$ cat config.mk
export PLATFORM = sky130hd
export DESIGN_NAME = csr_cmd_issuer
export DESIGN_NICKNAME = d
export VERILOG_FILES = /design/src/rtl/csr_pkg.sv /design/src/rtl/csr_cmd_issuer.sv
export SDC_FILE = /design/constraint.sdc
export NUM_CORES = 1
export LEC_CHECK = 0
export ABC_AREA = 1
export ABC_CLOCK_PERIOD_IN_PS = 1300
export CORE_MARGIN = 1.5
export CORE_UTILIZATION = 25
export DETAILED_ROUTE_END_ITERATION = 8
export DONT_BUFFER_PORTS = 1
export GPL_TIMING_DRIVEN = 0
export PLACE_DENSITY = 0.48
export SLEW_MARGIN = 20
export SYNTH_ARGS = -nofsm -noshare
export SYNTH_HDL_FRONTEND = slang
export SYNTH_SLANG_ARGS = --single-unit
$ cat constraint.sdc
create_clock -name clk -period 1.3 [get_ports clk]
set_input_delay 0.13 -clock clk [delete_from_list [all_inputs] [get_ports clk]]
set_output_delay 0.13 -clock clk [all_outputs]
set_load 0.01 [all_outputs]
$ cat src/rtl/csr_pkg.sv
// Shared encodings for the CSR command issuer and the CSR unit it drives.
// Op codes, FSM states, exception codes and architectural CSR numbers.
package csr_pkg;

    localparam logic [1:0] OP_RD   = 2'd0;
    localparam logic [1:0] OP_WR   = 2'd1;
    localparam logic [1:0] OP_XCHG = 2'd2;
    localparam logic [1:0] OP_ERTN = 2'd3;

    typedef enum logic [1:0] {
        S_IDLE   = 2'd0,
        S_READ   = 2'd1,
        S_COMMIT = 2'd2,
        S_FLUSH  = 2'd3
    } state_t;

    localparam logic [5:0] ECODE_INT = 6'h00;
    localparam logic [5:0] ECODE_ADE = 6'h08;
    localparam logic [5:0] ECODE_ALE = 6'h09;
    localparam logic [5:0] ECODE_SYS = 6'h0B;
    localparam logic [5:0] ECODE_BRK = 6'h0C;
    localparam logic [5:0] ECODE_INE = 6'h0D;

    localparam logic [13:0] CSR_CRMD   = 14'h000;
    localparam logic [13:0] CSR_PRMD   = 14'h001;
    localparam logic [13:0] CSR_ECFG   = 14'h004;
    localparam logic [13:0] CSR_ESTAT  = 14'h005;
    localparam logic [13:0] CSR_ERA    = 14'h006;
    localparam logic [13:0] CSR_EENTRY = 14'h00C;
    localparam logic [13:0] CSR_SAVE0  = 14'h030;
    localparam logic [13:0] CSR_SAVE1  = 14'h031;
    localparam logic [13:0] CSR_SAVE2  = 14'h032;
    localparam logic [13:0] CSR_SAVE3  = 14'h033;

endpackage

$ cat src/rtl/csr_cmd_issuer.sv
// Sequences one retired CSR-class instruction through the CSR unit:
// read, read-modify-write with register writeback, or exception/ertn flush.
module csr_cmd_issuer
    import csr_pkg::*;
(
    input  logic        clk,
    input  logic        resetn,
    input  logic        in_valid,
    output logic        in_ready,
    input  logic [1:0]  in_op,
    input  logic [13:0] in_csr_num,
    input  logic [31:0] in_rd_val,
    input  logic [31:0] in_rj_val,
    input  logic [4:0]  in_dest,
    input  logic [31:0] in_pc,
    input  logic        in_ex,
    input  logic [5:0]  in_ecode,
    input  logic [8:0]  in_esubcode,
    input  logic        has_int,
    input  logic [31:0] ex_entry,
    input  logic [31:0] er_entry,
    output logic        csr_re,
    output logic [13:0] csr_rnum,
    input  logic [31:0] csr_rdata,
    output logic        csr_we,
    output logic [13:0] csr_wnum,
    output logic [31:0] csr_wdata,
    output logic        wb_ex,
    output logic [5:0]  wb_ecode,
    output logic [8:0]  wb_esubcode,
    output logic [31:0] wb_pc,
    output logic        ertn_flush,
    output logic        rf_we,
    output logic [4:0]  rf_waddr,
    output logic [31:0] rf_wdata,
    output logic        flush_valid,
    output logic [31:0] flush_target
);

    state_t      state_q, state_d;
    logic [1:0]  op_q;
    logic [13:0] num_q;
    logic [31:0] rd_val_q, rj_val_q, pc_q, old_q;
    logic [4:0]  dest_q;
    logic [5:0]  ecode_q;
    logic [8:0]  esub_q;
    logic        ertn_q;
    logic        accept;
    logic        to_flush;

    assign in_ready = (state_q == S_IDLE);
    assign accept   = in_valid && in_ready;
    // Interrupts and exceptions outrank ertn; all three bypass the CSR read.
    assign to_flush = has_int || in_ex || (in_op == OP_ERTN);

    always_ff @(posedge clk or negedge resetn) begin
        if (!resetn) begin
            state_q  <= S_IDLE;
            op_q     <= OP_RD;
            num_q    <= '0;
            rd_val_q <= '0;
            rj_val_q <= '0;
            pc_q     <= '0;
            old_q    <= '0;
            dest_q   <= '0;
            ecode_q  <= '0;
            esub_q   <= '0;
            ertn_q   <= 1'b0;
        end else begin
            state_q <= state_d;
            if (accept) begin
                op_q     <= in_op;
                num_q    <= in_csr_num;
                rd_val_q <= in_rd_val;
                rj_val_q <= in_rj_val;
                pc_q     <= in_pc;
                dest_q   <= in_dest;
                ecode_q  <= has_int ? ECODE_INT : in_ecode;
                esub_q   <= has_int ? 9'd0 : in_esubcode;
                ertn_q   <= !has_int && !in_ex && (in_op == OP_ERTN);
            end
            if (state_q == S_READ)
                old_q <= csr_rdata;
        end
    end

    always_comb begin
        state_d      = state_q;
        csr_re       = 1'b0;
        csr_rnum     = '0;
        csr_we       = 1'b0;
        csr_wnum     = '0;
        csr_wdata    = '0;
        wb_ex        = 1'b0;
        wb_ecode     = '0;
        wb_esubcode  = '0;
        wb_pc        = '0;
        ertn_flush   = 1'b0;
        rf_we        = 1'b0;
        rf_waddr     = '0;
        rf_wdata     = '0;
        flush_valid  = 1'b0;
        flush_target = '0;
        case (state_q)
            S_IDLE: begin
                if (accept)
                    state_d = to_flush ? S_FLUSH : S_READ;
            end
            S_READ: begin
                csr_re   = 1'b1;
                csr_rnum = num_q;
                state_d  = S_COMMIT;
            end
            S_COMMIT: begin
                if (op_q == OP_WR || op_q == OP_XCHG) begin
                    csr_we    = 1'b1;
                    csr_wnum  = num_q;
                    csr_wdata = (op_q == OP_XCHG) ? ((rd_val_q & rj_val_q) | (old_q & ~rj_val_q))
                                                  : rd_val_q;
                end
                if (dest_q != 5'd0) begin
                    rf_we    = 1'b1;
                    rf_waddr = dest_q;
                    rf_wdata = old_q;
                end
                state_d = S_IDLE;
            end
            S_FLUSH: begin
                flush_valid = 1'b1;
                if (ertn_q) begin
                    ertn_flush   = 1'b1;
                    flush_target = er_entry;
                end else begin
                    wb_ex        = 1'b1;
                    wb_ecode     = ecode_q;
                    wb_esubcode  = esub_q;
                    wb_pc        = pc_q;
                    flush_target = ex_entry;
                end
                state_d = S_IDLE;
            end
            default: state_d = S_IDLE;
        endcase
    end

endmodule

Word-level counts from Yosys, hierarchy flattened
Index checks and enable logic that the tools add are counted.

Input bits: 233. Output and inout port bits: 183. Bits in registers: 167. Logic and storage cells: 66.

Eq/ne operators: 7. Reduce and logical (&&, ||, !) cells: 11. Bitwise logic cells: 4. Mux-type cells: 33.

Operators by type and width (count): two-way mux 32 bit (9); AND 32 bit (2); two-way mux 14 bit (3); NOT 32 bit (1); bitwise OR 32 bit (1); two-way mux 9 bit (3); two-way mux 6 bit (3); two-way mux 1 bit (10); two-way mux 5 bit (2); == test 2 bit (second input constant) (4); case mux 2 bit (3 select lines) (1); nonzero test 5 bit (1); == test 2 x 1 -> 1 bit (second input constant) (2); two-way mux 2 bit (2); logical AND 1 bit (3); logical OR 1 bit (3); zero test 1 bit (2); zero test 2 bit (1); inequality test 2 x 1 -> 1 bit (second input constant) (1); OR reduction 2 bit (1).

Longest topological paths before layout
Gate-level depths: netlist of run 1.

Word-level depth: 6. Mapped depth: 7. Gate-level depth less buffers: 6.

Least setup slack after synthesis of run 1
Ideal clock, no wire load.

Path kind: reg-to-output. From: reg op_q[1]. To: out csr_wdata[22]. Stages on the path, launching flop included: 6. Path slack: -0.101 ns. Data arrival time: 1.271 ns. Data required time: 1.170 ns. Cell sequence: dfrtp_1 -> ha_1 -> nor2_4 -> buf_2 -> nand2_1 -> nor2_1.

Longest elaborated chain between the ends: 4.

RTL lines: start, declared (RTL line csr_cmd_issuer.sv:41) `logic [1:0] op_q;`; start signal, assigned (RTL line csr_cmd_issuer.sv:72) `op_q <= in_op;`; == test 2 bit or == test 2 x 1 -> 1 bit (tied branches) (RTL line csr_cmd_issuer.sv:115, csr_cmd_issuer.sv:118); two-way mux 32 bit or logical OR 1 bit (tied branches) (RTL line csr_cmd_issuer.sv:118, csr_cmd_issuer.sv:115); two-way mux 32 bit * (RTL line csr_cmd_issuer.sv:115) `if (op_q == OP_WR || op_q == OP_XCHG) begin`; two-way mux 32 bit * (RTL line csr_cmd_issuer.sv:104) `case (state_q)`; end, declared (RTL line csr_cmd_issuer.sv:27) `output logic [31:0] csr_wdata,`.

Mark *: on every way between the ends. The rest lies on a longest branch, timed or not.

Final worst setup path of run 1
From: reg op_q[1]. To: out csr_wdata[15].

The elaborated chain is that of the path after synthesis.

==> results of run 1 <==
registers in the layout (all words and copies together) (netlist names):
name and count:
ertn_q 1, ecode_q 6, old_q 32, rd_val_q 32
state_q 2, esub_q 9, pc_q 32, rj_val_q 32
num_q 14, dest_q 5, op_q 2
power groups by stage:
stage / registers, mW / logic [mW] / clock network [mW]
6_report: 7.88 / 10.0 / 4.91
5_1_grt: 8.09 / 11.0 / 5.26
4_1_cts: 7.83 / 8.40 / 5.07
3_5_place_dp: 7.89 / 6.35 / 0
3_3_place_gp: 7.88 / 6.26 / 0
2_1_floorplan: 7.69 / 4.71 / 0
layout by cell type (no fill, tap or decap), drive strengths merged:
master       instances
clkinvlp             1
dlygate4sd3        167
clkbuf              47
inv                100
diode                2
nand2              495
nor2               151
nand3               35
clkinv               8
ha                   1
o21ai              100
dfrtp              167
buf                101
a21oi               32
metrics by stage:
stage	instance area [um2]	TNS, ns	hold slack, ns	std cells
2_1_floorplan	8280	-0.741	-0.166	1143
3_3_place_gp	8820	-98.40	-0.160	1578
3_5_place_dp	8820	-103.30	-0.160	1578
4_1_cts	12000	-132.00	-0.655	1785
5_1_grt	13600	-157.32	-0.661	1841
6_report	13600	-128.78	-0.629	1842
critical path, stage by stage, from the launching register on:
cell and delay (ns):
dfrtp_1 0.42, ha_4 0.24, nor2_4 0.13, buf_12 0.15, buf_8 0.14, nand2_2 0.07, nor2_4 0.18
cell families after synthesis:
group | count (synthesis)
DFF | 167
and+or+nand+nor | 681
buffers and inverters | 162
adders and majority gates | 1
AOI/OAI and AO/OA | 132
cells in the mapped netlist, types with 3 or more instances:
| cell type | n |
|---|---|
| o21ai_0 | 58 |
| nand2_1 | 492 |
| buf_4 | 5 |
| clkbuf_1 | 18 |
| nand2_2 | 3 |
| dfrtp_1 | 167 |
| o21ai_1 | 42 |
| buf_1 | 7 |
| a21oi_1 | 32 |
| nand3_1 | 35 |
| inv_1 | 90 |
| nor2_1 | 148 |
| inv_2 | 5 |
| buf_2 | 37 |
metal layers:
metal  track usage  vias up
met1         0.208     4052
met5             0        -
met3        0.0565       49
met4        0.0731        0
met2         0.346      327
li1              -     3987
path summary, 6_finish.rpt:
check / startpoint / to / slack [ns] / cells past startpoint
max in group asynchronous: resetn / ertn_q / 1.57 / 0
worst max-delay path: op_q[1] / csr_wdata[15] / -0.59 / 6
worst min register to register: rd_val_q[19] / rd_val_q[19] / 0.48 / 2
worst max register to register: state_q[1] / pc_q[1] / -0.40 / 8
min in group clk: in_valid / esub_q[0] / 0.14 / 4
worst min-delay path: resetn / old_q[9] / -0.63 / 0
repair_timing:
| item | CTS | global route |
|---|---|---|
| pin swaps | 7 | 70 |
| resized for setup | 266 | 264 |
| endpoints found under the hold margin | 333 | 167 |
| buffers inserted | 7 | 39 |
| setup endpoints to repair | 349 | 349 |
| cloned | 2 | 16 |
area by class of cell:
cell class / instances / area (um2) / share of cell area
Inverter: 95 / 384 / 0.0282
Clock inverter: 14 / 116 / 0.00853
Antenna cell: 2 / 5.00 / 0.000367
Timing Repair Buffer: 231 / 2550 / 0.187
Buffer: 66 / 831 / 0.0609
Multi-Input combinational cell: 814 / 4590 / 0.336
Tap cell: 435 / 544 / 0.0399
Sequential cell: 167 / 4180 / 0.307
Clock buffer: 18 / 439 / 0.0322
==> impl_metrics.toml, run 1 <==
[critical_path]
worstPathRequired_ns = 1.17
crit_arrival_ns = 1.76
crit_type = "register to output port"
cp-end-kind = "output port"
cp_max_fo = 10
critPathLaunchType = "register"

[pwr]
power.switching_mw = 9.44
pwr-share-seq = 0.345
power.share.combinational = 0.440
switching_share = 0.414
ir_drop_uv = 943
power_per_cell_area_nw_per_um2 = 1670
p_clk_frac = 0.215
leakagePower_nw = 6.09
power_mw = 22.8
p_int_mw = 13.4

[cells_and_area]
final_util = 0.429
nets = 1626
area_growth_pct = 67.4
drive_above_1_share = 0.283
num-fill-cells = 3078

[synthesis]
async_reset_ff_frac = 1.00
synth_xor_area_frac = 0
synth_nets = 1377
syn_area_per_cell_um2 = 7.13
synth-compound-area-share = 0.0811
synth_fa_ha_area_frac = 0.00154
synth_top_cell_area_share = 0.513
synth_area_um2 = 8150
synthMuxAreaShare = 0
ys_ff_latch = 167
synth_ff_type = "dfrtp_1"
synth_edf_count = 0
synth_top_family_by_area = "simple AND/OR/NAND/NOR gates"
ys_warn_count = 0
synth_cell_type_count = 17
synth_area_leaders = "dfrtp_1 (51%), nand2_1 (23%), nor2_1 (6.8%), inv_1 (4.1%), o21ai_0 (3.6%)"
seq_area_frac_synth = 0.513
yosys.area_share.simple = 0.322
syn_inst = 1143
synth_top_area_cell = "dfrtp_1"

[sta]
setup_violations = 349
post-route-min-period_ns = 1.89
hold_viol = 167
skew_ns = 0.00838
slew-limit-headroom = 0.644
tightestPinTransition_ns = 0.534
finalWorstSetupSlack_ns = -0.589
slew_violations = 0
hold_ws_ns = -0.629
fin_crit_sh = 1.45
fmax_mhz = 529
rsz0062_at_grt = "yes"

[route]
num_vias = 8415
via_per_inst = 4.57
drt_iter0_drc = 333
wl_met1_um = 13200
first_pass_iters = 4
routedWlPerCell_um = 18.8
drc = 0
wl_met2_um = 18300
top_layer = "met4"
wl_um = 34600
dr_wl_met3_um = 2150
ant_nets = 0

[clocking]
cts_htree_levels = 4
cts_made_buffers = 17
cts_sinks = 167
clock_path_buffers = 2
cts_hold_buf = 167
clk_latency_ns = 0.45
tritoncts = "built"
clkSlewWorstSetupHoldPaths_ns = 0.07
ctsRootBufferMaster = "clkbuf_16"

[floorplanning]
core_area_um2 = 31800
initial_utilization = 0.256
rows = 65
die_w_um = 184
die_h_um = 184
ioPinCount = 416
die_area_um2 = 33700

[place]
gp_congestion = 0.797
dp_hpwl_um = 23100
dp_slack_ns = -0.741
port_buffers = 0

[global_route]
grt_max_degree = 168
grtUsageTotal = 0.191
first_global_vias = 8508
grt_overflow = 0
antenna_found_initial = 2
grt_pass1_wl_um = 48000

[run_status]
violations = "negative hold slack, negative setup slack"
outcome = "complete, but fails checks"

[min_path]
hold_path_class = "input port to asynchronous set/reset pin"

[run]
max_cap_violations = 0
(Power assumes the default switching activity.)
==> run 2, diff against run 1 <==
Settings changed: CORE_UTILIZATION 25 to 33, PLACE_DENSITY 0.48 to 0.56.
==> run 2 against run 1 <==
The run still ends with negative hold slack, negative setup slack left. Worst hold slack improved by 0.0013 ns. Total power is 5.7% higher. Sequential share of layout area is 0.33 points higher. Routed wire length is 3.5% lower. First-iteration DRC count increased by 33%. Clock skew grew 0.011 ns. Via count is 2.4% higher. Fmax decreased by 1.6%. Final cell count is 6.5% lower. Count of clock-buffer cells in the layout fell by 1. Non-clock buffer count decreased by 8. Critical path type unchanged. Largest power group unchanged.
==> impl_metrics.toml, run 2 (synthesis gave the netlist of run 1 again) <==
[cells_and_area]
nets = 1619
diodes = 0
area_growth_pct = 65.6
layout_common_cells = "nand2_1 (423), dlygate4sd3_1 (171), dfrtp_1 (164)"
drive_above_1_share = 0.275
layout_commonest_cell = "nand2_1"

[critical_path]
crit_start = "op_q[0]"
cp-end-kind = "output port"
crit_type = "register to output port"
rr_startpoint = "state_q[0]"
critPathLaunchType = "register"
worstPathRequired_ns = 1.17
rr_worst_depth = 10
reg2reg_setup_slack_ns = -0.31
cp_max_fo = 10
r2r-end = "rj_val_q[5]"
crit_arrival_ns = 1.79
crit_end = "csr_wdata[16]"

[pwr]
power_per_cell_area_nw_per_um2 = 1790
power_mw = 24.1
leakagePower_nw = 6.16
ir_drop_uv = 944

[clocking]
clkSlewWorstSetupHoldPaths_ns = 0.09
cts_sinks = 167
ctsRootBufferMaster = "clkbuf_16"
cts_hold_buf = 171
clk_latency_ns = 0.44
cts_htree_levels = 4
cts_made_buffers = 17
clock_path_buffers = 2
tritoncts = "built"

[floorplanning]
rows = 57
initial_utilization = 0.336
ioPinCount = 416
core_area_um2 = 24200
die_area_um2 = 25600
die_h_um = 160
die_w_um = 160

[sta]
fin_crit_sh = 1.48
hold_ws_ns = -0.628
slew_violations = 0
rsz0062_at_grt = "yes"
fin_setup_tns_ns = -110.78
finalWorstSetupSlack_ns = -0.621
tightestPinTransition_ns = 0.466
slew-limit-headroom = 0.689
fmax_mhz = 521
skew_ns = 0.0191
setup_violations = 348
post-route-min-period_ns = 1.92
hold_viol = 167

[global_route]
first_global_vias = 8585
grtUsageTotal = 0.238
grt_max_degree = 168
grt_overflow = 0
grt_pass1_wl_um = 47200
antenna_found_initial = 0

[route]
first_pass_iters = 5
via_per_inst = 5.00
drc = 0
routedWlPerCell_um = 19.4
ant_nets = 0
wl_um = 33400
num_vias = 8617
drt_iter0_drc = 442

[place]
port_buffers = 0
dp_hpwl_um = 20900
gp_congestion = 0.846

[run]
max_cap_violations = 0

[min_path]
hold_path_class = "input port to asynchronous set/reset pin"

[run_status]
violations = "negative hold slack, negative setup slack"
outcome = "complete, but fails checks"
run 2: changes by cell type in the layout (fill, tap and decap cells not counted), moves of 10 or more:
cell     delta
nand2_1    +16
o21ai_0    -16
nor2_2     +28
nand2_4    +10
nand2_2    -25
nor2_4     -24
run 2: layout make-up:
class / count / area, um2
multi-input cells: 815 / 4550
plain buffers: 64 / 763
repair buffers: 225 / 2580
well taps: 324 / 405
clock buffers: 17 / 425
inverters: 95 / 387
flip-flops and latches: 167 / 4180
clock inverters: 15 / 208
fillers: 2093 / 10700
run 2: repair_timing:
action / in CTS / in global routing
buffers inserted: 8 / 26
hold endpoints to repair: 333 / 167
resized for setup: 292 / 232
pin swaps: 14 / 39
endpoints found under the setup margin: 348 / 349
cloned: 3 / 18
run 2: metrics by stage:
stage | hold WS, ns | util | instance area, um2 | setup slack (ns) | std cells
after floorplan | -0.166 | - | 8280 | -0.0741 | 1143
final | -0.628 | 0.557 | 13500 | -0.621 | 1722
after detailed placement | -0.161 | 0.358 | 8680 | -0.895 | 1467
after global routing | -0.646 | 0.557 | 13500 | -0.672 | 1722
after CTS | -0.637 | 0.502 | 12200 | -0.627 | 1680
after global placement | -0.161 | 0.358 | 8680 | -0.855 | 1467
run 2: worst min-delay path by stage:
stage	startpoint	cells past startpoint	slack, ns	endpoint
6_report	resetn	0	-0.63	rj_val_q[7]
5_1_grt	resetn	0	-0.65	rd_val_q[7]
3_5_place_dp	resetn	0	-0.16	rj_val_q[7]
2_1_floorplan	resetn	0	-0.17	dest_q[0]
3_3_place_gp	resetn	0	-0.16	rj_val_q[7]
4_1_cts	resetn	0	-0.64	rj_val_q[7]
run 2: per-layer routing:
metal  vias up  GRT usage  routed length (um)
met5         -          0                   0
met4         0     0.0854                 929
met3        71     0.0478                1900
met2       384      0.445               18100
met1      4193      0.266               12400
li1       3969          -                   -
run 2: worst max-delay path, stage by stage, from the launching register on:
cell	delay, ns
dfrtp_1	0.38
inv_2	0.08
ha_4	0.21
nor2_4	0.13
buf_12	0.16
buf_6	0.16
nand2_1	0.09
nor2_4	0.15
run 2: power by group:
group	internal, mW	leakage, nW	switching, mW
registers	7.06	2.07	0.946
clock network	2.81	0.306	2.64
logic	4.15	3.79	6.53
==> run 3, diff against run 2 <==
--- a/config.mk
+++ b/config.mk
@@ -8,4 +8,5 @@
 export ABC_AREA = 1
 export ABC_CLOCK_PERIOD_IN_PS = 1300
+export CAP_MARGIN = 15
 export CORE_MARGIN = 1.5
 export CORE_UTILIZATION = 33
==> constraint.sdc (replaced) <==
create_clock -name clk -period 1.3 [get_ports clk]
set_input_delay 0 -clock clk [delete_from_list [all_inputs] [get_ports clk]]
set_output_delay 0 -clock clk [all_outputs]
set_load 0.01 [all_outputs]
==> run 3 against run 2 <==
The flow still finishes with violations (negative hold slack, negative setup slack). Clock power fell by 0.9%. Global-route usage rose by 1.1 points. Combinational power is 7% higher. Sequential share of layout area decreased by 2.2 points. Fmax rose by 8.7%. Via count is 0.52% lower. Die area stayed put. Critical path depth unchanged. Register-to-register slack gained 0.05 ns. Non-clock buffer count increased by 12. Sequential cell count is the same. Final cell count rose by 0.81%. Critical endpoint is now csr_wdata[8]. Highest routed layer unchanged.
==> impl_metrics.toml, run 3 (synthesis gave the netlist of run 1 again) <==
[sta]
slew-limit-headroom = 0.717
fmax_mhz = 566
rsz0062_at_grt = "yes"
post-route-min-period_ns = 1.77
tightestPinTransition_ns = 0.424
setup_violations = 318
hold_ws_ns = -0.748
slew_violations = 0
fin_crit_sh = 1.36
hold_viol = 167
fin_setup_tns_ns = -77.45
skew_ns = 0.0244
finalWorstSetupSlack_ns = -0.467

[route]
wl_met2_um = 18500
wl_met1_um = 12500
via_per_inst = 4.94
routedWlPerCell_um = 19.6
ant_nets = 0
num_vias = 8572
dr_wl_met3_um = 2030
wl_um = 34000
top_layer = "met4"
drt_iter0_drc = 408
first_pass_iters = 5
drc = 0

[critical_path]
worstPathRequired_ns = 1.30
cp_max_fo = 8
rr_worst_depth = 7
crit_type = "register to output port"
critPathLaunchType = "register"
r2r-end = "pc_q[16]"
crit_arrival_ns = 1.77
crit_start = "op_q[0]"
cp-end-kind = "output port"
rr_startpoint = "state_q[0]"
reg2reg_setup_slack_ns = -0.26

[clocking]
clkSlewWorstSetupHoldPaths_ns = 0.09
cts_made_buffers = 17
cts_hold_buf = 168
tritoncts = "built"
ctsRootBufferMaster = "clkbuf_16"
clock_path_buffers = 2
cts_htree_levels = 4
cts_sinks = 167
clk_latency_ns = 0.43

[global_route]
grt_pass1_wl_um = 49400
grtUsageTotal = 0.249
antenna_found_initial = 2
first_global_vias = 8943
grt_overflow = 0
grt_max_degree = 168

[floorplanning]
die_h_um = 160
ioPinCount = 416
rows = 57
core_area_um2 = 24200
die_area_um2 = 25600
initial_utilization = 0.336
die_w_um = 160

[pwr]
ir_drop_uv = 953
power_per_cell_area_nw_per_um2 = 1700
leakagePower_nw = 6.59
power_mw = 24.8

[place]
gp_congestion = 0.803
dp_hpwl_um = 20700
place_area_um2 = 8560
port_buffers = 0

[min_path]
hold_path_class = "input port to asynchronous set/reset pin"

[run_status]
violations = "negative hold slack, negative setup slack"
outcome = "complete, but fails checks"

[cells_and_area]
layout_common_cells = "nand2_1 (332), dlygate4sd3_1 (168), dfrtp_1 (164)"
drive_above_1_share = 0.367
nets = 1631
fin_area_um2 = 14600
layout_commonest_cell = "nand2_1"
final_util = 0.600
area_growth_pct = 78.5

[run]
max_cap_violations = 0
-- run 3: changes by cell type in the layout (fill, tap and decap cells not counted), moves of 8 or more --
cell,previous run,this run
o21ai_2,8,27
nor2_1,8,17
nand3_2,0,8
nand2_2,37,78
nand2_4,33,84
o21ai_0,42,33
nand2_1,423,332
nor2_2,52,19
nor2_4,91,115
buf_6,18,27
o21ai_1,50,40
buf_12,17,30
-- run 3: what timing repair did --
item	in CTS	in global routing
buffers inserted	22	15
gates resized for setup	577	254
hold endpoints to repair	333	167
pin swaps	72	40
endpoints found under the setup margin	349	347
cloned	14	16
-- run 3: how the worst max path moves through the flow --
stage | to | slack, ns | depth (start not counted)
after CTS | csr_wdata[12] | -0.47 | 7
after detailed placement | rd_val_q[29] | -0.47 | 7
after floorplan | csr_wdata[22] | 0.03 | 5
after global routing | csr_wdata[21] | -0.56 | 7
final | csr_wdata[8] | -0.47 | 7
after global placement | csr_wdata[31] | -0.48 | 6
-- run 3: cell type report --
| type | count | area (um2) |
|---|---|---|
| Inverter | 95 | 394 |
| Clock inverter | 15 | 198 |
| Timing Repair Buffer | 234 | 2790 |
| Timing Repair inverter | 1 | 6.26 |
| Sequential cell | 167 | 4180 |
| Buffer | 67 | 943 |
| Clock buffer | 17 | 425 |
| Antenna cell | 2 | 5.00 |
| Tap cell | 324 | 405 |
| Fill cell | 1882 | 9700 |
| Multi-Input combinational cell | 814 | 5210 |
-- run 3: critical path, stage by stage (launching register included) --
cell and delay, ns:
dfrtp_1 0.38, inv_2 0.08, ha_4 0.21, nor2_4 0.13
buf_12 0.17, clkbuf_16 0.17, nand2_4 0.05, nor2_4 0.15
-- run 3: metrics by stage --
| step | worst slack, ns | cells |
|---|---|---|
| after floorplan | 0.0293 | 1143 |
| after global placement | -0.484 | 1467 |
| after detailed placement | -0.473 | 1467 |
| after CTS | -0.467 | 1703 |
| after global routing | -0.555 | 1736 |
| final | -0.467 | 1736 |
-- run 3: power by group --
| group | internal (mW) | leakage, nW | switching [mW] |
|---|---|---|---|
| sequential | 7.06 | 2.07 | 0.953 |
| clock | 2.80 | 0.303 | 2.59 |
| combinational | 4.55 | 4.21 | 6.83 |
| total | 14.4 | 6.59 | 10.4 |
-- run 3: per-layer routing --
layer,GRT usage,up-vias
li1,-,4013
met1,0.272,4137
met2,0.458,362
met3,0.0592,60
met4,0.105,0
met5,0,-
